===== src/rtl/stack_sequencer.sv =====
// stack_sequencer: runs the multi-cycle stack sequences for interrupt entry,
// CALL, RET and RTI. It drives the memory-stage push/pop controls, stalls the
// front end while a sequence runs, and tracks stack depth for over/underflow.
//
// state  | meaning
// -------+-------------------------------------------------------------
// IDLE   | waiting; chooses the next sequence (INT > RTI > RET > CALL)
// I_PC   | interrupt: push return PC
// I_CCR  | interrupt: push flags
// I_VEC  | interrupt: redirect to INT_VECTOR, acknowledge
// C_PC   | call: push return PC
// C_JMP  | call: redirect to the latched target
// R_PC   | ret: pop return PC
// R_LD   | ret: redirect to the popped PC
// T_CCR  | rti: pop flags
// T_PC   | rti: pop return PC
// T_LD   | rti: redirect and restore flags
module stack_sequencer #(
   parameter int          MAX_DEPTH  = 1024,
   parameter logic [15:0] INT_VECTOR = 16'h0000,
   localparam int         DW         = $clog2(MAX_DEPTH) + 1
) (
   input  logic          clk,
   input  logic          rst,
   input  logic          int_req,
   input  logic          call_op,
   input  logic          ret_op,
   input  logic          rti_op,
   input  logic [15:0]   call_target,
   input  logic [15:0]   pc,
   input  logic [2:0]    flagReg,
   input  logic [15:0]   mem_rdata,
   output logic          push,
   output logic          pop,
   output logic          pushPc,
   output logic          pushCCR,
   output logic          memRead,
   output logic          memWrite,
   output logic          stall,
   output logic          pc_load,
   output logic [15:0]   pc_next,
   output logic          flag_load,
   output logic [2:0]    flags_out,
   output logic          int_ack,
   output logic          stack_err,
   output logic [DW-1:0] depth
);

   typedef enum logic [3:0] {
      S_IDLE, S_I_PC, S_I_CCR, S_I_VEC, S_C_PC, S_C_JMP,
      S_R_PC, S_R_LD, S_T_CCR, S_T_PC, S_T_LD
   } state_t;

   localparam logic [DW-1:0] INT_LIMIT  = DW'(MAX_DEPTH - 2);
   localparam logic [DW-1:0] CALL_LIMIT = DW'(MAX_DEPTH - 1);
   localparam logic [DW-1:0] DEPTH_MAX  = DW'(MAX_DEPTH);
   localparam logic [DW-1:0] ONE        = DW'(1);
   localparam logic [DW-1:0] TWO        = DW'(2);

   state_t        state_q, state_d;
   logic          pending_q, pending_d;
   logic [DW-1:0] depth_q, depth_d;
   logic          err_q, err_d;
   logic [15:0]   saved_pc_q, saved_pc_d;
   logic [2:0]    saved_ccr_q, saved_ccr_d;
   logic [15:0]   target_q, target_d;
   logic [15:0]   pc_reg_q, pc_reg_d;
   logic [2:0]    ccr_reg_q, ccr_reg_d;
   logic          int_live;

   // The return PC and flags are captured for the memory stage's write path,
   // which sources them itself; they are kept here for visibility only.
   logic unused_saved;
   assign unused_saved = ^{saved_pc_q, saved_ccr_q};

   // A request present this cycle counts as pending so it wins the same
   // IDLE decision it arrives in.
   assign int_live = pending_q | int_req;

   assign stack_err = err_q;
   assign depth     = depth_q;

   // State and datapath registers; reset aborts any sequence in flight.
   always_ff @(posedge clk or posedge rst) begin
      if (rst) begin
         state_q     <= S_IDLE;
         pending_q   <= 1'b0;
         depth_q     <= '0;
         err_q       <= 1'b0;
         saved_pc_q  <= '0;
         saved_ccr_q <= '0;
         target_q    <= '0;
         pc_reg_q    <= '0;
         ccr_reg_q   <= '0;
      end else begin
         state_q     <= state_d;
         pending_q   <= pending_d;
         depth_q     <= depth_d;
         err_q       <= err_d;
         saved_pc_q  <= saved_pc_d;
         saved_ccr_q <= saved_ccr_d;
         target_q    <= target_d;
         pc_reg_q    <= pc_reg_d;
         ccr_reg_q   <= ccr_reg_d;
      end
   end

   // Next-state, guard checks, depth tracking and per-state outputs.
   always_comb begin
      state_d     = state_q;
      pending_d   = int_live;
      depth_d     = depth_q;
      err_d       = err_q;
      saved_pc_d  = saved_pc_q;
      saved_ccr_d = saved_ccr_q;
      target_d    = target_q;
      pc_reg_d    = pc_reg_q;
      ccr_reg_d   = ccr_reg_q;
      push        = 1'b0;
      pop         = 1'b0;
      pushPc      = 1'b0;
      pushCCR     = 1'b0;
      memRead     = 1'b0;
      memWrite    = 1'b0;
      stall       = 1'b1;
      pc_load     = 1'b0;
      pc_next     = '0;
      flag_load   = 1'b0;
      flags_out   = '0;
      int_ack     = 1'b0;

      case (state_q)
         S_IDLE: begin
            stall = 1'b0;
            if (!rst) begin
               if (int_live) begin
                  if (depth_q <= INT_LIMIT) begin
                     stall       = 1'b1;
                     state_d     = S_I_PC;
                     saved_pc_d  = pc;
                     saved_ccr_d = flagReg;
                  end else begin
                     err_d     = 1'b1;
                     pending_d = 1'b0;
                  end
               end else if (rti_op) begin
                  if (depth_q >= TWO) begin
                     stall   = 1'b1;
                     state_d = S_T_CCR;
                  end else begin
                     err_d = 1'b1;
                  end
               end else if (ret_op) begin
                  if (depth_q >= ONE) begin
                     stall   = 1'b1;
                     state_d = S_R_PC;
                  end else begin
                     err_d = 1'b1;
                  end
               end else if (call_op) begin
                  if (depth_q <= CALL_LIMIT) begin
                     stall      = 1'b1;
                     state_d    = S_C_PC;
                     saved_pc_d = pc;
                     target_d   = call_target;
                  end else begin
                     err_d = 1'b1;
                  end
               end
            end
         end
         S_I_PC: begin
            push     = 1'b1;
            pushPc   = 1'b1;
            memWrite = 1'b1;
            state_d  = S_I_CCR;
         end
         S_I_CCR: begin
            push     = 1'b1;
            pushCCR  = 1'b1;
            memWrite = 1'b1;
            state_d  = S_I_VEC;
         end
         S_I_VEC: begin
            pc_load   = 1'b1;
            pc_next   = INT_VECTOR;
            int_ack   = 1'b1;
            pending_d = 1'b0;
            state_d   = S_IDLE;
         end
         S_C_PC: begin
            push     = 1'b1;
            pushPc   = 1'b1;
            memWrite = 1'b1;
            state_d  = S_C_JMP;
         end
         S_C_JMP: begin
            pc_load = 1'b1;
            pc_next = target_q;
            state_d = S_IDLE;
         end
         S_R_PC: begin
            pop      = 1'b1;
            memRead  = 1'b1;
            pc_reg_d = mem_rdata;
            state_d  = S_R_LD;
         end
         S_R_LD: begin
            pc_load = 1'b1;
            pc_next = pc_reg_q;
            state_d = S_IDLE;
         end
         S_T_CCR: begin
            pop       = 1'b1;
            memRead   = 1'b1;
            ccr_reg_d = mem_rdata[2:0];
            state_d   = S_T_PC;
         end
         S_T_PC: begin
            pop      = 1'b1;
            memRead  = 1'b1;
            pc_reg_d = mem_rdata;
            state_d  = S_T_LD;
         end
         S_T_LD: begin
            pc_load   = 1'b1;
            flag_load = 1'b1;
            pc_next   = pc_reg_q;
            flags_out = ccr_reg_q;
            state_d   = S_IDLE;
         end
         default: begin
            stall   = 1'b0;
            state_d = S_IDLE;
         end
      endcase

      // Guards make these saturations unreachable; they only keep depth
      // from ever wrapping.
      if (push && depth_q != DEPTH_MAX) depth_d = depth_q + ONE;
      if (pop && depth_q != '0)         depth_d = depth_q - ONE;
   end

endmodule


===== config.mk =====
export PLATFORM = sky130hd
export DESIGN_NAME = stack_sequencer
export DESIGN_NICKNAME = d
export VERILOG_FILES = /design/src/rtl/stack_sequencer.sv
export SDC_FILE = /design/constraint.sdc
export NUM_CORES = 1
export LEC_CHECK = 0
export BUFFER_PORTS_ARGS = -buffer_cell sky130_fd_sc_hd__buf_2
export CELL_PAD_IN_SITES_DETAIL_PLACEMENT = 0
export CELL_PAD_IN_SITES_GLOBAL_PLACEMENT = 1
export CORE_MARGIN = 5
export CORE_UTILIZATION = 30
export CTS_CLUSTER_SIZE = 24
export DETAILED_ROUTE_END_ITERATION = 6
export PLACE_DENSITY_LB_ADDON = 0.1
export SETUP_SLACK_MARGIN = 0.4
export SYNTH_ARGS = -nofsm -noshare
export SYNTH_HDL_FRONTEND = slang
export SYNTH_SLANG_ARGS = --single-unit
export TNS_END_PERCENT = 5

===== constraint.sdc =====
create_clock -name clk -period 2.7 [get_ports clk]
set_input_delay 0.27 -clock clk [delete_from_list [all_inputs] [get_ports clk]]
set_output_delay 0.27 -clock clk [all_outputs]
set_load 0.005 [all_outputs]

Word-level counts from Yosys, hierarchy flattened:

Cells that the tools add are included.

* add/sub/neg operators: 2
* magnitude comparators: 4
* eq/ne operators: 21
* muxes and demuxes: 42
* bitwise logic cells: 5
* reduce and logical (&&, ||, !) cells: 16

Operators by type and width (count)
* $mux W4: 9
* $pmux W16 S2: 1
* $pmux W4 S7: 1
* $mux W1: 26
* $le A11 B10 Y1 const B: 2
* $mux W11: 2
* $eq A4 B3 Y1 const B: 4
* $ne A5 B5 Y1 const B: 3
* $reduce_and A7 Y1: 2
* $eq A4 B4 Y1 const B: 3
* $ne A4 B4 Y1 const B: 3
* $add A11 B1 Y11 const B: 1
* $ge A11 B1 Y1 const B: 1
* $ge A11 B2 Y1 const B: 1
* $ne A11 B11 Y1 const B: 1
* $reduce_bool A11 Y1: 1
* $sub A11 B1 Y11 const B: 1
* $reduce_or A10 Y1: 1
* $eq A4 B2 Y1 const B: 2
* $ne A3 B3 Y1 const B: 2
* $reduce_and A6 Y1: 1
* $reduce_or A2 Y1: 3
* $reduce_or A3 Y1: 2
* $eq A4 B1 Y1 const B: 1
* other kinds (10): 16

* flip-flop bits (word level): 52
* input bits: 57
* output and inout bits: 41
* logic and storage cells: 97

Depth between registers and ports, before layout:

* depth after elaboration: 8
* depth in mapped cells: 8
* depth with buffers taken out: 7

Worst setup path before layout:

No wires, ideal clock.

* kind: input to register
* start point: input rst
* end point: register target_q[0]
* library setup time: 0.125 ns
* arrival: 2.369 ns
* path slack: 0.206 ns
* stages: 5
* buffers on the path: 1
* path through: inv_1 -> and2_1 -> nand4_2 -> buf_2 -> mux2_2

* word-level cells in the longest chain between the ends: 2

RTL lines
* from (decl): line 24 `input logic rst,`
* $not A1 Y1 (no source line)
* $reduce_and A7 Y1 (no source line)
* to (signal assigned): line 102 `target_q <= target_d;`
* to (decl): line 66 `logic [15:0] target_q, target_d;`

Every way passes these cells.
A chain may end at the register's enable or synchronous reset.

Worst setup path after layout:

* start point: register depth_q[5], in the netlist depth[5]
* end point: output stall

* word-level cells in the longest chain between the ends: 8
* elaborated cells on any way between the ends: 14
* classes of those cells: order compare (4); mux (10)

RTL lines
* from (decl): line 62 `logic [DW-1:0] depth_q, depth_d;`
* from (signal assigned): line 98 `depth_q <= depth_d;`
* $le A11 B10 Y1: line 161 `if (depth_q <= CALL_LIMIT) begin`
* $mux W1: line 161
* $mux W1: line 160 `end else if (call_op) begin`
* $mux W1: line 153 `end else if (ret_op) begin`
* $mux W1: line 146 `end else if (rti_op) begin`
* $mux W1 *: line 136 `if (int_live) begin`
* $mux W1 *: line 135 `if (!rst) begin`
* $pmux W1 S2 *: line 132 `case (state_q)`
* to (decl): line 39 `output logic stall,`

Every way passes the cells marked *; elsewhere a longest branch is shown, timed or not.

==> results.tsv <==
stage	metric	value	unit
placed_design	DP Worst Slack	0.2993	ns
grt	antenna violations before repair	0	
cts	Clock transition at path regs	0.09	ns
floorplan	die span in x	106.2	um
layout	most frequent cells in the layout	buf_2, dfrtp_1, mux2_2	
timing	headroom to the max-slew limit	0.5448	
job	max cap viols	0	
cts	Worst-Skew Late Latency	0.30	ns
worst_setup_path	cells on worst reg2reg path	6	
grt	grt total ovfl	0	
worst_setup_path	worst path required time	2.43	ns
pwr	NetSw	1.219	mW
placed_design	placed cell areas	3344	um2
placed_design	Cell Count Post-Placement	439	
timing	fin. max-slew vios	0	
pwr	power share of the combinational group	0.451	
route	drt drc	0	
placed_design	port bufs	78	
timing	Fmax achieved	408.4	MHz
pwr	Max IR drop VDD	0.3234	mV
cts	Clock Path Buffers	2	
timing	setup slack after layout	0.2511	ns
route	post-route ant nets	0	
pwr	P_int	1.988	mW
cts	root buffer cell	clkbuf_8	
layout	FF/Latch Area	1306	um2
worst_setup_path	kind of critical path	register to primary output	
pwr	total power	3.207	mW
route	DR WL/cell	16.49	um
floorplan	Ports	98	
synth	sequential area share after synthesis	0.4687	
worst_setup_path	CP arrival	2.18	ns
layout	final core utilization	0.3854	
min_path	Worst Hold Class	input pin to asynchronous set/reset pin	
timing	final hold violations	0	
worst_setup_path	Startpoint Class	register	
route	DRT iter0 DRCs	53	
route	vias	2309	
floorplan	FP Rows	35	
layout	antenna fix cells	0	
grt	Total Routing Usage GR	0.1370	
layout	post-route cell area	3527	um2
synth	synthesized flop and latch total	52	
timing	hold_ws	0.1816	ns
layout	Multi-input gate area	1391	um2
synth	mean post-synth cell area	11.02	um2
layout	commonest non-fill, non-tap cell in the layout	buf_2	
synth	Synth Cell Area	2776	um2
synth	YS warnings	0	
floorplan	DIE AREA	11280	um2
worst_setup_path	r2r endpoint	depth[8]	
synth	Yosys cell types	46	
timing	Fin Setup TNS	0	ns
floorplan	Initial Util	0.3033	
cts	depth of the CTS H-tree	2	
worst_setup_path	CP Capture Type	primary output	
timing	worst slew pin tran	0.6828	ns
floorplan	die height	106.2	um
layout	Filler cells	961	
synth	number of flops mapped to enable cells by yosys	0	
cts	CTS Buf Count	5	
worst_setup_path	Crit Reg-Reg Startpoint	depth[5]	
timing	Setup Skew	0.008817	ns
pwr	P per Cell Area	909.1	nW/um2
cts	clock sink count	52	
pwr	Clock power frac	0.141	
cts	clock tree from TritonCTS	built	
synth	cells after synthesis	252	
pwr	Sequential Power Share	0.408	
route	Routed WL	7.518	mm
worst_setup_path	critical path fanouts, max	2	
worst_setup_path	reg2reg setup slack	0.57	ns
timing	Final setup viols	0	
timing	unrepaired setup endpoints after global routing	true	
route	DR vias/cell	5.064	
pwr	P_leak	1.670	nW
grt	first-pass GRT wire length	12.39	mm
layout	Non-Filler Instances	456	
pwr	sw frac	0.3801	
layout	area delta synth->final	27.04	%
synth	Synth Flop Type	dfrtp_1	
placed_design	RePlAce Congestion	0.7661	
floorplan	core area	9153	um2
synth	Mapped Nets	314	
layout	share of cells above drive strength 1	0.4609	
timing	fin crit period	2.449	ns
layout	nets@finish	406	
route	Initial DRT Pass Iterations	6	
run_status	outcome	complete, no violations	
grt	largest net degree at the start of global routing	53	
timing	post-route clock period utilization	0.9070	
synth	ys async rst share	1.000	
grt	vias in the first global route	2418	
placed_design	HPWL after DPL	5.316	mm
==> layer usage <==
metal | vias up | part of all wire | global-route usage
met3 | 4 | 0.053 | 0.03157
met4 | 0 | 0.0063 | 0.03145
li1 | 1109 | - | -
met1 | 1140 | 0.48 | 0.1891
met5 | - | 0 | 0
met2 | 56 | 0.46 | 0.2181
==> synth_stat cells (2+ instances only) <==
library cell / count / area [um2]
a21oi_1: 4 / 20.02
mux2_2: 35 / 394.1
a32oi_1: 5 / 43.79
a22o_1: 16 / 140.1
nand4_1: 2 / 12.51
buf_4: 2 / 15.01
o22ai_1: 2 / 12.51
nand3_1: 3 / 15.01
nor2_1: 18 / 67.56
a211oi_1: 2 / 15.01
nor3_1: 18 / 90.09
ha_1: 5 / 62.56
dfrtp_1: 52 / 1301
nor2b_1: 2 / 12.51
or4_4: 3 / 33.78
nand2b_1: 2 / 12.51
xnor2_1: 11 / 96.34
inv_1: 10 / 37.54
nor4_1: 4 / 25.02
clkbuf_1: 7 / 26.28
o211ai_1: 2 / 15.01
a31oi_1: 2 / 12.51
and2_1: 5 / 31.28
or3_1: 2 / 12.51
buf_2: 4 / 20.02
nand2_1: 9 / 33.78
o21ai_0: 5 / 25.02
nor3b_1: 2 / 15.01
==> worst max path at each step <==
stage | from | endpoint | slack (ns) | cells past startpoint
finish | depth[5] | stall | 0.25 | 6
global route | depth[6] | stall | 0.17 | 6
CTS | depth[4] | stall | 0.20 | 6
detailed placement | depth[5] | stall | 0.30 | 6
global placement | depth[5] | stall | 0.32 | 6
floorplan | rst | target_q[0] | 0.46 | 5
==> worst max-delay path, stage by stage (launching register included) <==
cell	delay, ns
dfrtp_2	0.42
or4_4	0.53
or4_4	0.51
o32ai_2	0.10
a221o_2	0.16
nor2_1	0.04
buf_2	0.12
==> what timing repair did <==
| action | 4_1_cts | 5_1_grt |
|---|---|---|
| pin swaps | 5 | 1 |
| gates resized for setup | 5 | 2 |
| endpoints found under the setup margin | 2 | 34 |
| buffers inserted | 9 | 0 |
| hold buffers | 0 | 0 |
==> registers in the layout, summed over array words and instances, names as in the netlist <==
signal     flops
ccr_reg_q      3
state_q        4
stack_err      1
pending_q      1
target_q      16
depth         11
pc_reg_q      16
==> power by group through the flow <==
stage	logic [mW]	registers, mW	clock network (mW)
after global routing	1.61	1.35	0.503
after floorplan	0.936	1.27	0
after CTS	1.45	1.30	0.476
after detailed placement	1.30	1.36	0
final	1.45	1.31	0.452
after global placement	1.30	1.35	0
==> layout make-up <==
cell class	count	area share
multi-input cells	176	0.3945
flip-flops and latches	52	0.3703
repair buffers	99	0.1589
well taps	111	0.03938
clock buffers	6	0.02057
inverters	10	0.01171
clock inverters	2	0.004612
==> logic make-up (layout without fill, tap and decap cells) <==
| kind of cell | Yosys count | count (layout) | share of synthesized area |
|---|---|---|---|
| AOI/OAI and AO/OA | 45 | 45 | 0.1248 |
| xor gates and xnor gates | 12 | 12 | 0.03785 |
| adders and majority gates | 5 | 5 | 0.02253 |
| buffers and inverters | 24 | 117 | 0.03966 |
| DFF | 52 | 52 | 0.4687 |
| muxes | 35 | 35 | 0.1420 |
| and+or+nand+nor | 79 | 79 | 0.1645 |
(Power assumes the default switching activity.)
